===== src/rtl/ifu_fetch_ctrl.sv =====
// Instruction-fetch controller feeding the decode-stage pipeline register.
// Issues one single-beat read per accepted fetch and waits a variable time for the reply.
// It then presents the instruction on a valid/ready bus until decode takes it.
// Misaligned PCs, bus errors and response timeouts all deliver an ebreak with fetch_err set.
module ifu_fetch_ctrl #(
    parameter int unsigned TIMEOUT     = 255,
    parameter logic [31:0] EBREAK_INST = 32'h0010_0073
) (
    input  logic        clk,
    input  logic        rst,
    input  logic        fetch_start,
    input  logic [31:0] pc,
    output logic        mem_req_valid,
    input  logic        mem_req_ready,
    output logic [31:0] mem_addr,
    input  logic        mem_resp_valid,
    input  logic [31:0] mem_resp_data,
    input  logic        mem_resp_err,
    output logic [31:0] inst,
    output logic [31:0] inst_pc,
    output logic        valid,
    input  logic        ready,
    output logic        fetch_err,
    output logic        busy
);

    // Counter wide enough to hold TIMEOUT; keep at least one bit when the timeout is disabled.
    localparam int unsigned CW          = (TIMEOUT > 0) ? $clog2(TIMEOUT + 1) : 1;
    localparam int unsigned TO_LAST_INT = (TIMEOUT > 0) ? TIMEOUT - 1 : 0;
    localparam logic [CW-1:0] TO_LAST   = CW'(TO_LAST_INT);
    localparam logic [CW-1:0] CNT_MAX   = '1;

    typedef enum logic [1:0] {
        IDLE = 2'd0,
        REQ  = 2'd1,
        WAIT = 2'd2,
        HOLD = 2'd3
    } state_t;

    state_t        state_q, state_d;
    logic [31:0]   addr_q, addr_d;
    logic [31:0]   inst_q, inst_d;
    logic [31:0]   inst_pc_q, inst_pc_d;
    logic          err_q, err_d;
    logic [CW-1:0] cnt_q, cnt_d;
    logic          accept;

    // Outputs come straight from registers or the decoded state; no input reaches an output.
    assign mem_req_valid = (state_q == REQ);
    assign mem_addr      = addr_q;
    assign valid         = (state_q == HOLD);
    assign busy          = (state_q != IDLE);
    assign inst          = inst_q;
    assign inst_pc       = inst_pc_q;
    assign fetch_err     = err_q;

    // Next-state logic: handshakes, response capture, timeout and fault substitution.
    always_comb begin
        state_d   = state_q;
        addr_d    = addr_q;
        inst_d    = inst_q;
        inst_pc_d = inst_pc_q;
        err_d     = err_q;
        cnt_d     = cnt_q;
        accept    = 1'b0;

        case (state_q)
            IDLE: begin
                accept = 1'b1;
            end
            REQ: begin
                if (mem_req_ready) begin
                    state_d = WAIT;
                    cnt_d   = '0;
                end
            end
            WAIT: begin
                if (mem_resp_valid) begin
                    // A response always beats a timeout landing in the same cycle.
                    state_d   = HOLD;
                    inst_pc_d = addr_q;
                    if (mem_resp_err) begin
                        inst_d = EBREAK_INST;
                        err_d  = 1'b1;
                    end else begin
                        inst_d = mem_resp_data;
                        err_d  = 1'b0;
                    end
                end else if ((TIMEOUT != 0) && (cnt_q == TO_LAST)) begin
                    state_d   = HOLD;
                    inst_pc_d = addr_q;
                    inst_d    = EBREAK_INST;
                    err_d     = 1'b1;
                end else if (cnt_q != CNT_MAX) begin
                    cnt_d = cnt_q + 1'b1;
                end
            end
            HOLD: begin
                if (ready) begin
                    state_d = IDLE;
                    accept  = 1'b1;
                end
            end
            default: begin
                state_d = IDLE;
            end
        endcase

        // A new fetch may start from IDLE or on the cycle decode takes the held instruction.
        if (accept && fetch_start) begin
            addr_d = pc;
            if (pc[1:0] == 2'b00) begin
                state_d = REQ;
            end else begin
                // Misaligned: never touch memory, hand decode an ebreak directly.
                state_d   = HOLD;
                inst_d    = EBREAK_INST;
                inst_pc_d = pc;
                err_d     = 1'b1;
            end
        end
    end

    // State and datapath registers; reset aborts any fetch in flight.
    always_ff @(posedge clk or posedge rst) begin
        if (rst) begin
            state_q   <= IDLE;
            addr_q    <= '0;
            inst_q    <= '0;
            inst_pc_q <= '0;
            err_q     <= 1'b0;
            cnt_q     <= '0;
        end else begin
            state_q   <= state_d;
            addr_q    <= addr_d;
            inst_q    <= inst_d;
            inst_pc_q <= inst_pc_d;
            err_q     <= err_d;
            cnt_q     <= cnt_d;
        end
    end

endmodule


===== config.mk =====
export PLATFORM = sky130hd
export DESIGN_NAME = ifu_fetch_ctrl
export DESIGN_NICKNAME = d
export VERILOG_FILES = /design/src/rtl/ifu_fetch_ctrl.sv
export SDC_FILE = /design/constraint.sdc
export NUM_CORES = 1
export LEC_CHECK = 0
export CAP_MARGIN = 20
export CORE_UTILIZATION = 45
export CTS_CLUSTER_DIAMETER = 100
export DETAILED_ROUTE_END_ITERATION = 6
export GPL_TIMING_DRIVEN = 0
export MAX_ROUTING_LAYER = met4
export PLACE_DENSITY = 0.8
export SLEW_MARGIN = 20
export SYNTH_ARGS = -nofsm -noshare
export SYNTH_HDL_FRONTEND = slang
export SYNTH_SLANG_ARGS = --single-unit

===== constraint.sdc =====
create_clock -name clk -period 6.37 [get_ports clk]
set_clock_uncertainty 0.2 [all_clocks]
set_input_delay 1.274 -clock clk [delete_from_list [all_inputs] [get_ports clk]]
set_output_delay 1.274 -clock clk [all_outputs]
set_load 0.005 [all_outputs]

==> results.toml <==
[run_status]
status = "finished, final reports clean"

[clock_tree]
clkSlewWorstSetupHoldPaths_ps = 110
cts_setup_buffers = 0
ctsResizeCount = 0
cts_tree = "built"
clk_path_buf_depth = 2
cts-root-buf = "clkbuf_8"
htreeDepth = 3
clock_sinks = 107
hold_buffers = 0
numCtsBuffers = 9
clk_latency_ps = 370

[routing]
drc = 0
drtIter0Drc = 197
wl_per_cell_um = 16.3
wirelength_um = 12400
via_count = 3967
viasPerCell = 5.22
ant_nets = 0
dr.pass1.iters = 4

[placed_design]
dp_cells = 744
numPortBuffers = 170
place_congestion = 0.843
place_hpwl_um = 9020

[grt]
grt_remaining_overflow = 0
first_global_vias = 4243
grt_start_max_net_pins = 58
grt_pass1_wl_um = 20500
grt_use_total_pct = 24.4
antenna_found_initial = 0

[sta]
tightest_slew_ps = 670
drv_slew = 0
clock.fmax_ghz = 0.306
grt_setup_unrepaired = "no"
setup_viol = 0
maxSlewHeadroom_pct = 55.0
finalCriticalPeriod_ps = 3270
post-route-period-util_pct = 51.3
fin_setup_tns_ps = 0
hold_viol_final = 0

[critical_path]
crit_type = "input pin to register"
crit_fanout = 10
cp-start-kind = "input pin"
worstPathArrival_ps = 3320
cp.required_ps = 6430
endpoint_kind = "register"

[floorplan]
die_w_um = 105
ioPinCount = 171
core_region_area_um2 = 10300
die_area_um2 = 11000
rows = 37
initial_core_util_pct = 46.4
fp.dieH_um = 105

[power_and_ir_drop]
p_per_area_nw_per_um2 = 426
peakVddDrop_mv = 0.239
power.leakage_nw = 3.10

[synth]
synth_cell_type_count = 41
synthesis.area_um2 = 4760
synth_area_leaders = "dfrtp_1 (56%), mux2_2 (14%), nand2_1 (8.5%)"
ys_seq_area_share_pct = 56.2
yosysWarnings = 0
ys_seq_elements = 107
avgSynthCellArea_um2 = 10.9
syn_nets = 515
netlist_instances = 437
synth_top_cell_by_area = "dfrtp_1"
synth_top_area_share_pct = 56.2

[final_layout]
layout_common_cells = "clkdlybuf4s50_1 (170), nand2_1 (108), dfrtp_1 (107)"
diodes = 0
nets = 697
final_cells = 760
drive_gt1_share_pct = 14.9
final_common_cell = "clkdlybuf4s50_1"
syn2layout_area_growth_pct = 43.9

[worst_hold_path]
min_path_type = "register to register"

[run]
max_cap_violations = 0
worst max-delay path, cell delays in order:
cell,delay (ps)
clkdlybuf4s50_1,510
o21ai_2,570
clkbuf_1,550
mux2_2,410
metrics by stage:
stage / setup slack [ps] / hold slack [ps] / util [%] / power [mW] / area, um^2
2_1_floorplan: 2080 / 286 / - / 1.78 / 4760
3_3_place_gp: 647 / 279 / 64.6 / 2.47 / 6640
3_5_place_dp: 2760 / 282 / 64.9 / 2.54 / 6670
4_1_cts: 3130 / 308 / 66.7 / 2.94 / 6860
5_1_grt: 3020 / 338 / 66.7 / 3.12 / 6860
6_report: 3100 / 306 / 66.7 / 2.92 / 6860
final timing paths:
check,start,to,slack [ps],depth (start not counted)
worst min register to register,mem_addr[16],mem_addr[16],310,2
worst max-delay path,pc[0],inst_pc[22],3100,4
max in group asynchronous,rst,inst[14],4230,3
worst max register to register,state_q[1],inst[19],3650,8
min in group asynchronous,rst,mem_addr[19],1100,2
worst min-delay path,mem_addr[16],mem_addr[16],310,2
routing by layer:
layer | vias up | part of all wire [%] | global-route usage (%)
met4 | 0 | 1.2 | 6.54
met1 | 1936 | 42 | 28.8
met2 | 135 | 49 | 40.7
met5 | - | 0 | -
li1 | 1880 | - | -
met3 | 16 | 7.6 | 7.42
Yosys cell counts:
master,count
clkbuf_1,12
o2111ai_1,1
nand4_1,2
o311a_1,1
buf_6,2
o31ai_1,3
nor4_1,3
nor2_1,31
buf_2,7
buf_1,2
a21oi_1,3
a41oi_1,1
a21boi_0,1
a211o_1,2
nand4_2,1
mux2i_1,1
inv_1,7
and4_1,1
or2_2,2
ha_1,7
nor3b_1,1
nor3_1,2
nand2b_1,4
nand2_1,108
o211ai_1,1
o21ai_0,9
a22oi_1,27
dfrtp_1,107
o311ai_0,1
o21a_1,1
mux2_4,2
nand3_1,6
and3_1,4
or4_1,1
nor2b_1,1
o21ai_2,1
o22ai_1,6
nand3b_1,1
a22o_1,2
o21ai_1,1
mux2_2,61
state kept, by name (all words and copies together), names as in the netlist:
register,cells
fetch_err,1
mem_addr,32
cnt_q,8
state_q,2
inst,32
inst_pc,32
cell type report:
cell class,instances,area (um^2)
clock buffers,11,141
clock inverters,5,45.0
well taps,136,170
repair buffers,171,1730
multi-input cells,300,1950
fillers,818,3420
flip-flops and latches,107,2680
plain buffers,23,110
inverters,7,31.3
logic make-up (layout without fill, tap and decap cells):
group	count (synthesis)	in the layout	share of synthesized area, %
fa+ha+maj	7	7	1.84
buf+inv	30	217	2.86
simple gates	168	168	14.8
compound gates	61	61	9.03
flops	107	107	56.2
mux	64	64	15.3
where the power goes:
part	total, mW	internal [mW]	leakage [nW]	switching, mW
combinational	1.42	0.838	1.66	0.580
sequential	1.10	0.942	1.35	0.163
clock	0.397	0.159	0.0920	0.238
total	2.92	1.94	3.10	0.981
Note: power is estimated with default switching activity, not from simulation.
